`src/rtl/axi_lite_regbank.sv`:
```
// axi_lite_regbank: AXI4-Lite slave with NUM_CTRL RW and NUM_STAT RO regs.
// Optional build macro AXI_LITE_DECERR_EN: SLVERR/DECERR error responses.
module axi_lite_regbank #(
  parameter int C_S_AXI_DATA_WIDTH = 32,
  parameter int C_S_AXI_ADDR_WIDTH = 6,
  parameter int NUM_CTRL = 4,
  parameter int NUM_STAT = 2,
  parameter logic [C_S_AXI_DATA_WIDTH-1:0] CTRL_RST_VAL = '0,
  localparam int DW = C_S_AXI_DATA_WIDTH,
  localparam int AW = C_S_AXI_ADDR_WIDTH,
  localparam int SB = DW / 8,
  localparam int SN = (NUM_STAT > 0) ? NUM_STAT : 1
) (
  input  logic                  s_axi_aclk,
  input  logic                  s_axi_aresetn,
  input  logic [AW-1:0]         s_axi_awaddr,
  input  logic [2:0]            s_axi_awprot,
  input  logic                  s_axi_awvalid,
  output logic                  s_axi_awready,
  input  logic [DW-1:0]         s_axi_wdata,
  input  logic [SB-1:0]         s_axi_wstrb,
  input  logic                  s_axi_wvalid,
  output logic                  s_axi_wready,
  output logic [1:0]            s_axi_bresp,
  output logic                  s_axi_bvalid,
  input  logic                  s_axi_bready,
  input  logic [AW-1:0]         s_axi_araddr,
  input  logic [2:0]            s_axi_arprot,
  input  logic                  s_axi_arvalid,
  output logic                  s_axi_arready,
  output logic [DW-1:0]         s_axi_rdata,
  output logic [1:0]            s_axi_rresp,
  output logic                  s_axi_rvalid,
  input  logic                  s_axi_rready,
  output logic [NUM_CTRL*DW-1:0] ctrl_regs,
  output logic [NUM_CTRL-1:0]   ctrl_wr_pulse,
  input  logic [SN*DW-1:0]      stat_regs,
  output logic                  data_en
);

  localparam int ADDR_LSB = (DW == 64) ? 3 : 2;
  localparam int IW = AW - ADDR_LSB;

  logic          ready_en;
  logic          aw_held;
  logic          w_held;
  logic [IW-1:0] aw_idx;
  logic [IW-1:0] ar_idx;
  logic [DW-1:0] w_data;
  logic [SB-1:0] w_strb;
  logic [DW-1:0] ctrl_q [NUM_CTRL];
  logic [DW-1:0] rd_data;
  logic [1:0]    wr_rsp;
  logic [1:0]    rd_rsp;
  logic          aw_hs;
  logic          w_hs;
  logic          ar_hs;
  logic          commit;
  logic          unused_ok;

  // readies are held low until the first edge after reset release
  assign s_axi_awready = ready_en & ~aw_held & ~s_axi_bvalid;
  assign s_axi_wready  = ready_en & ~w_held & ~s_axi_bvalid;
  assign s_axi_arready = ready_en & ~s_axi_rvalid;

  assign aw_hs  = s_axi_awvalid & s_axi_awready;
  assign w_hs   = s_axi_wvalid & s_axi_wready;
  assign ar_hs  = s_axi_arvalid & s_axi_arready;
  assign commit = aw_held & w_held;
  assign ar_idx = s_axi_araddr[AW-1:ADDR_LSB];

  assign data_en = ctrl_q[0][0];

  assign unused_ok = ^{s_axi_awprot, s_axi_arprot,
                       s_axi_awaddr[ADDR_LSB-1:0],
                       s_axi_araddr[ADDR_LSB-1:0], stat_regs};

  for (genvar g = 0; g < NUM_CTRL; g++) begin : g_flat
    assign ctrl_regs[g*DW +: DW] = ctrl_q[g];
  end

`ifdef AXI_LITE_DECERR_EN
  logic wr_ctrl;
  logic wr_map;
  logic rd_map;
  assign wr_ctrl = int'(aw_idx) < NUM_CTRL;
  assign wr_map  = int'(aw_idx) < NUM_CTRL + NUM_STAT;
  assign rd_map  = int'(ar_idx) < NUM_CTRL + NUM_STAT;

  // error responses: status writes are slave errors, unmapped is decode error
  always_comb begin
    wr_rsp = 2'b00;
    rd_rsp = 2'b00;
    if (!wr_map) begin
      wr_rsp = 2'b11;
    end else if (!wr_ctrl) begin
      wr_rsp = 2'b10;
    end
    if (!rd_map) begin
      rd_rsp = 2'b11;
    end
  end
`else
  // every access completes OKAY
  always_comb begin
    wr_rsp = 2'b00;
    rd_rsp = 2'b00;
  end
`endif

  // read mux: ctrl regs, then status inputs, zero elsewhere
  always_comb begin
    rd_data = '0;
    for (int i = 0; i < NUM_CTRL; i++) begin
      if (int'(ar_idx) == i) begin
        rd_data = ctrl_q[i];
      end
    end
    for (int i = 0; i < NUM_STAT; i++) begin
      if (int'(ar_idx) == NUM_CTRL + i) begin
        rd_data = stat_regs[i*DW +: DW];
      end
    end
  end

  // write channel: independent AW/W capture, commit when both held
  always_ff @(posedge s_axi_aclk or negedge s_axi_aresetn) begin
    if (!s_axi_aresetn) begin
      ready_en     <= 1'b0;
      aw_held      <= 1'b0;
      w_held       <= 1'b0;
      aw_idx       <= '0;
      w_data       <= '0;
      w_strb       <= '0;
      s_axi_bvalid <= 1'b0;
      s_axi_bresp  <= 2'b00;
    end else begin
      ready_en <= 1'b1;
      if (aw_hs) begin
        aw_held <= 1'b1;
        aw_idx  <= s_axi_awaddr[AW-1:ADDR_LSB];
      end
      if (w_hs) begin
        w_held <= 1'b1;
        w_data <= s_axi_wdata;
        w_strb <= s_axi_wstrb;
      end
      if (commit) begin
        aw_held      <= 1'b0;
        w_held       <= 1'b0;
        s_axi_bvalid <= 1'b1;
        s_axi_bresp  <= wr_rsp;
      end else if (s_axi_bvalid && s_axi_bready) begin
        s_axi_bvalid <= 1'b0;
      end
    end
  end

  // control registers: byte-lane update and one-cycle strobe on commit
  always_ff @(posedge s_axi_aclk or negedge s_axi_aresetn) begin
    if (!s_axi_aresetn) begin
      for (int i = 0; i < NUM_CTRL; i++) begin
        ctrl_q[i] <= CTRL_RST_VAL;
      end
      ctrl_wr_pulse <= '0;
    end else begin
      ctrl_wr_pulse <= '0;
      if (commit) begin
        for (int i = 0; i < NUM_CTRL; i++) begin
          if (int'(aw_idx) == i) begin
            for (int b = 0; b < SB; b++) begin
              if (w_strb[b]) begin
                ctrl_q[i][8*b +: 8] <= w_data[8*b +: 8];
              end
            end
            ctrl_wr_pulse[i] <= 1'b1;
          end
        end
      end
    end
  end

  // read channel: data registered on the AR handshake edge
  always_ff @(posedge s_axi_aclk or negedge s_axi_aresetn) begin
    if (!s_axi_aresetn) begin
      s_axi_rvalid <= 1'b0;
      s_axi_rdata  <= '0;
      s_axi_rresp  <= 2'b00;
    end else begin
      if (ar_hs) begin
        s_axi_rvalid <= 1'b1;
        s_axi_rdata  <= rd_data;
        s_axi_rresp  <= rd_rsp;
      end else if (s_axi_rvalid && s_axi_rready) begin
        s_axi_rvalid <= 1'b0;
      end
    end
  end

endmodule
```
`config.mk`:
```
export PLATFORM = sky130hd
export DESIGN_NAME = axi_lite_regbank
export DESIGN_NICKNAME = d
export VERILOG_FILES = /design/src/rtl/axi_lite_regbank.sv
export SDC_FILE = /design/constraint.sdc
export NUM_CORES = 1
export LEC_CHECK = 0
export CAP_MARGIN = 10
export CORE_ASPECT_RATIO = 0.5
export CORE_MARGIN = 3
export CORE_UTILIZATION = 35
export DETAILED_ROUTE_END_ITERATION = 12
export GPL_TIMING_DRIVEN = 0
export PLACE_DENSITY = 0.74
export RECOVER_POWER = 25
export REMOVE_ABC_BUFFERS = 1
export SLEW_MARGIN = 20
export SYNTH_ARGS = -nofsm -noshare
export SYNTH_HDL_FRONTEND = slang
export SYNTH_SLANG_ARGS = --single-unit
```
`constraint.sdc`:
```
create_clock -name s_axi_aclk -period 2.5 [get_ports s_axi_aclk]
set_clock_uncertainty 0.15 [all_clocks]
set_input_delay 0.75 -clock s_axi_aclk [delete_from_list [all_inputs] [get_ports s_axi_aclk]]
set_output_delay 0.75 -clock s_axi_aclk [all_outputs]
set_load 0.1 [all_outputs]
```
# Yosys cells after proc, flatten, opt, wreduce, memory -nomap -nowiden
# Cells that the tools add are included.
# classes
eq_ne	8
n_mux	19
bitwise_logic	13
n_reduce_logical	24
# op_table
op	n
32-bit two-way mux	6
3-bit AND reduction	16
4-bit by 3-bit == test with 1-bit output, second input constant	4
1-bit two-way mux	12
1-bit AND	9
4-bit by 2-bit == test with 1-bit output, second input constant	2
4-bit == test, second input constant	2
4-bit zero test	2
2-bit nonzero test	4
4-bit two-way mux	1
1-bit inverter	4
1-bit logical AND	2
# word_totals
register_bits	209
wordCells	90

# Depth between registers and ports, before layout
# depth
depth_word	7
mapped_depth	6
ltp_nobuf	3

# Worst setup path after synthesis
# No wires, ideal clock.
# synth_timing
kind	flip-flop to flip-flop
startpoint	register s_axi_bvalid
endpoint	register w_data[10]
setup_ps	125
arrival_time_ps	4128
t_required_ps	2225
path_slack_ps	-1903
path_stages_with_launch	6
period_less_slack_ps	4403
path_cell_list	dfrtp_1 -> nor3b_1 -> and2_1 -> buf_4 -> buf_4 -> mux2_2
# synth_via
elab_chain_cells	3
# synth_lines
element	line	source
from (decl)	25	output logic s_axi_bvalid,
from (signal assigned)	135	s_axi_bvalid <= 1'b0;
from (signal assigned)	151	s_axi_bvalid <= 1'b1;
from (signal assigned)	154	s_axi_bvalid <= 1'b0;
1-bit inverter	63	assign s_axi_wready = ready_en & ~w_held & ~s_axi_bvalid;
1-bit AND	63	
via s_axi_wready	23	output logic s_axi_wready,
1-bit AND	67	assign w_hs = s_axi_wvalid & s_axi_wready;
to (signal assigned)	145	w_data <= s_axi_wdata;
to (decl)	49	logic [DW-1:0] w_data;
# The timed path passes the listed nets, and every way through them passes these cells.
# A chain may end at the register's enable or synchronous reset.

# Final worst setup path
# layout_timing
startpoint	register aw_held
endpoint	output port s_axi_awready
# layout_via
elab_chain_cells	3
# layout_lines
element	line	source
from (decl)	45	logic aw_held;
from (signal assigned)	130	aw_held <= 1'b0;
from (signal assigned)	140	aw_held <= 1'b1;
from (signal assigned)	149	aw_held <= 1'b0;
1-bit inverter	62	assign s_axi_awready = ready_en & ~aw_held & ~s_axi_bvalid;
1-bit AND (2 in series)	62	
to (decl)	19	output logic s_axi_awready,
# No other way between the ends.

==> impl_metrics.tcl <==
set metrics [dict create \
    holdBufCountCts 0 \
    gp_congestion 0.845 \
    synthArstFlopShare 1.00 \
    worst_path_largest_cell_delay_ns 0.43 \
    cts_sinks 209 \
    worst_r2r_startpoint "aw_held" \
    die_height_um 125 \
    n_fill_cell 2271 \
    totalNegativeSetupSlack_ns 0 \
    grt_pass1_wl_mm 48.6 \
    flow.area_growth_from_synthesis_pct 43.5 \
    final_nets 1104 \
    vias_per_cell 5.42 \
    ys_dominant_reg_cell "dfrtp_1" \
    clkLatencyLatePin_ns 0.50 \
    critical_path.reg2reg.endpoint "ctrl_regs[86]" \
    via_count_of_the_first_global_routing_pass 7651 \
    multi_input_area_um2 4420 \
    reg2regPathDepth 3 \
    wl_mm 32.1 \
    critPathLaunchType "flip-flop" \
    ios 299 \
    finalHoldViolCount 0 \
    port-buffer-count 284 \
    drt_first_iter_violations 621 \
    yosysSeqAreaShare 0.528 \
    clock_tree.htree_level_count 1 \
    tightestPinTransition_ns 1.11 \
    power_leakage_nw 6.07 \
    antenna_violation_net_count_after_detailed_routing 0 \
    share_of_the_cycle_needed_by_the_critical_path_after_routing 0.977 \
    hp-class "primary input to asynchronous set/reset pin" \
    worst_ep_required_time_ns 1.60 \
    max_freq_mhz 410 \
    post-synth-top-area-fraction 0.528 \
    synth_edf_count 0 \
    synth_largest_area_cell "dfrtp_1" \
    vias 7431 \
    timing.max_cap.violations 0 \
    cts.path.max_buffers 3 \
    drcViolationCount 0 \
    synth.yosys.warnings 0 \
    floorplan.die_area_um2 30500 \
    report.power.total_mw 20.4 \
    fp.coreArea_um2 27100 \
    timing.setup.critical_path_class "flip-flop to primary output" \
    clk_root_buffer_cell "clkbuf_16" \
    worst_ir_drop_on_vdd_uv 692 \
    crit_chain "nor3b_1 > buf_4" \
    grt_overflow 0 \
    worst-path-buf-inv 1 \
    cts_tree "built" \
    yosysUniqueCellTypes 46 \
    number_of_clock_buffers_inserted_by_tritoncts 22 \
    detail_route.wl_per_cell_um 23.4 \
    netlist_area_pre_place_um2 9900 \
    largest_net_degree_at_the_start_of_global_routing 81 \
    worst_setup_path_end_kind "primary output" \
    die-width_um 244 \
    yosys-top-cells-area "dfrtp_1 53%, mux2_2 21%, mux4_2 5.2%" \
    antenna_found_initial 2 \
    final-setup-viol-count 0 \
    initial_cell_density_of_the_core 0.365 \
    reg2reg_setup_slack_ns 0.11 \
    critical_path.slowest_cell "dfrtp_1" \
    critPathTopFamily "flip-flops" \
    synth-seq-cells 209 \
    final-seq-area_um2 5230 \
    run_status "completed" \
    placement_rows 42 \
    grt_util_all_layers 0.205 \
    crit_path_max_fanout 5 \
    fraction_of_final_layout_cells_with_drive_strength_greater_than_1 0.474 \
    critical_path_arrival_ns 1.54 \
    timing.slew.headroom 0.262 \
    final_max_slew_viol_count 0 \
    drt_pre_antenna_iters 5 \
    period_needed_ns 2.44 \
    syn_inst 708 \
    power_density_relative_to_cell_area_nw_per_um2 1430 \
    cts.clk_slew.worst_paths_ns 0.06 \
    postSynthAreaPerCell_um2 14.0 \
    place.detailed.hpwl_mm 22.9 \
]
==> metrics by stage <==
stage	instances	setup WS (ns)	cell area [um^2]	util	hold WS (ns)
after floorplan	654	-2.46	9560	-	0.304
after global placement	1312	-8.04	12900	0.475	0.335
after detailed placement	1320	-0.972	13100	0.484	0.336
after CTS	1369	0.00499	14200	0.524	0.0424
after global routing	1371	-0.00298	14200	0.524	0.0494
final	1371	0.0584	14200	0.524	0.0169
==> flip-flops by register name (all words and copies together) (netlist names) <==
name and count:
w_held 1, ready_en 1, ctrl_regs 128, w_strb 4, s_axi_bvalid 1, s_axi_rdata 32
w_data 32, aw_idx 4, aw_held 1, ctrl_wr_pulse 4, s_axi_rvalid 1
==> placed cells by master, fill, tap and decap left out, types with 5 or more instances in the layout <==
cell type	count
dfrtp_1	206
mux2_2	181
clkdlybuf4s15_2	166
clkdlybuf4s50_1	108
nand2_1	35
o211ai_1	23
mux4_2	23
clkbuf_16	23
nor2b_1	17
a32oi_1	16
nand3_1	16
or4b_1	12
nor2_1	10
nand2b_1	9
or4bb_1	9
o22ai_1	9
a31oi_1	9
o21ai_0	9
buf_4	9
clkbuf_8	8
nor3_1	7
a311oi_1	7
nand4b_2	6
conb_1	5
buf_12	5
==> synth_stat cells, types with 2 or more instances <==
library cell    n
inv_1           3
mux4_2         23
and2_1          2
nand3_1        16
buf_4          21
mux2_2        181
nor3b_1         3
nand2_1        35
conb_1          2
o22ai_1         9
nor4bb_1        4
nor3b_2         2
nor2b_1        17
a311oi_1        7
o211ai_1       23
nand4_4         4
or4bb_1         9
nor3_1          7
mux2_4          4
nand4b_2        6
or4b_1         12
dfrtp_1       209
o21ai_0         9
clkbuf_1       16
nor2_1         11
nand4b_4        2
o211ai_2        2
a31oi_1         9
buf_2          15
a32oi_1        16
nand2b_1        9
or4b_2          4
buf_6           3
==> per-layer routing <==
layer,up-vias,share of wire,GRT usage
met4,0,0.039,0.0778
met2,276,0.51,0.362
met5,-,0,0
li1,3221,-,-
met1,3855,0.39,0.254
met3,79,0.054,0.0290
==> how the worst max path moves through the flow <==
stage	startpoint	end	slack [ns]	cells past startpoint
detailed placement	s_axi_araddr[3]	s_axi_rdata[7]	-0.97	4
global route	aw_held	s_axi_awready	-0.003	2
global placement	s_axi_aresetn	ctrl_regs[79]	-8.04	1
floorplan	s_axi_bvalid	w_data[0]	-2.46	3
CTS	s_axi_arvalid	s_axi_rdata[24]	0.005	5
finish	aw_held	s_axi_awready	0.06	2
==> cell families (layout without fill, tap and decap cells) <==
family / count (synthesis) / count (layout) / synth area share
buffers and inverters: 60 / 344 / 0.0365
AO/OA/AOI/OAI: 78 / 78 / 0.0583
flip-flops: 209 / 209 / 0.528
AND/OR/NAND/NOR: 150 / 150 / 0.111
multiplexers: 209 / 209 / 0.265
other: 2 / 7 / 0.000759
==> where the power goes <==
group / leakage (nW) / switching, mW / internal [mW]
Clock: 0.382 / 1.33 / 2.09
Sequential: 2.76 / 1.34 / 4.62
Combinational: 2.93 / 8.20 / 2.79
==> repair_timing <==
item,4_1_cts,5_1_grt
resized for setup,529,6
setup buffers,9,0
setup endpoints to repair,297,22
pin swaps,1,0
==> area by class of cell <==
cell class	instances	area share
Multi-Input combinational cell	442	0.311
Inverter	3	0.000793
Antenna cell	2	0.000352
Clock inverter	6	0.00564
Tap cell	374	0.0329
Clock buffer	34	0.0484
Sequential cell	209	0.368
Timing Repair Buffer	301	0.232
(Power assumes the default switching activity.)
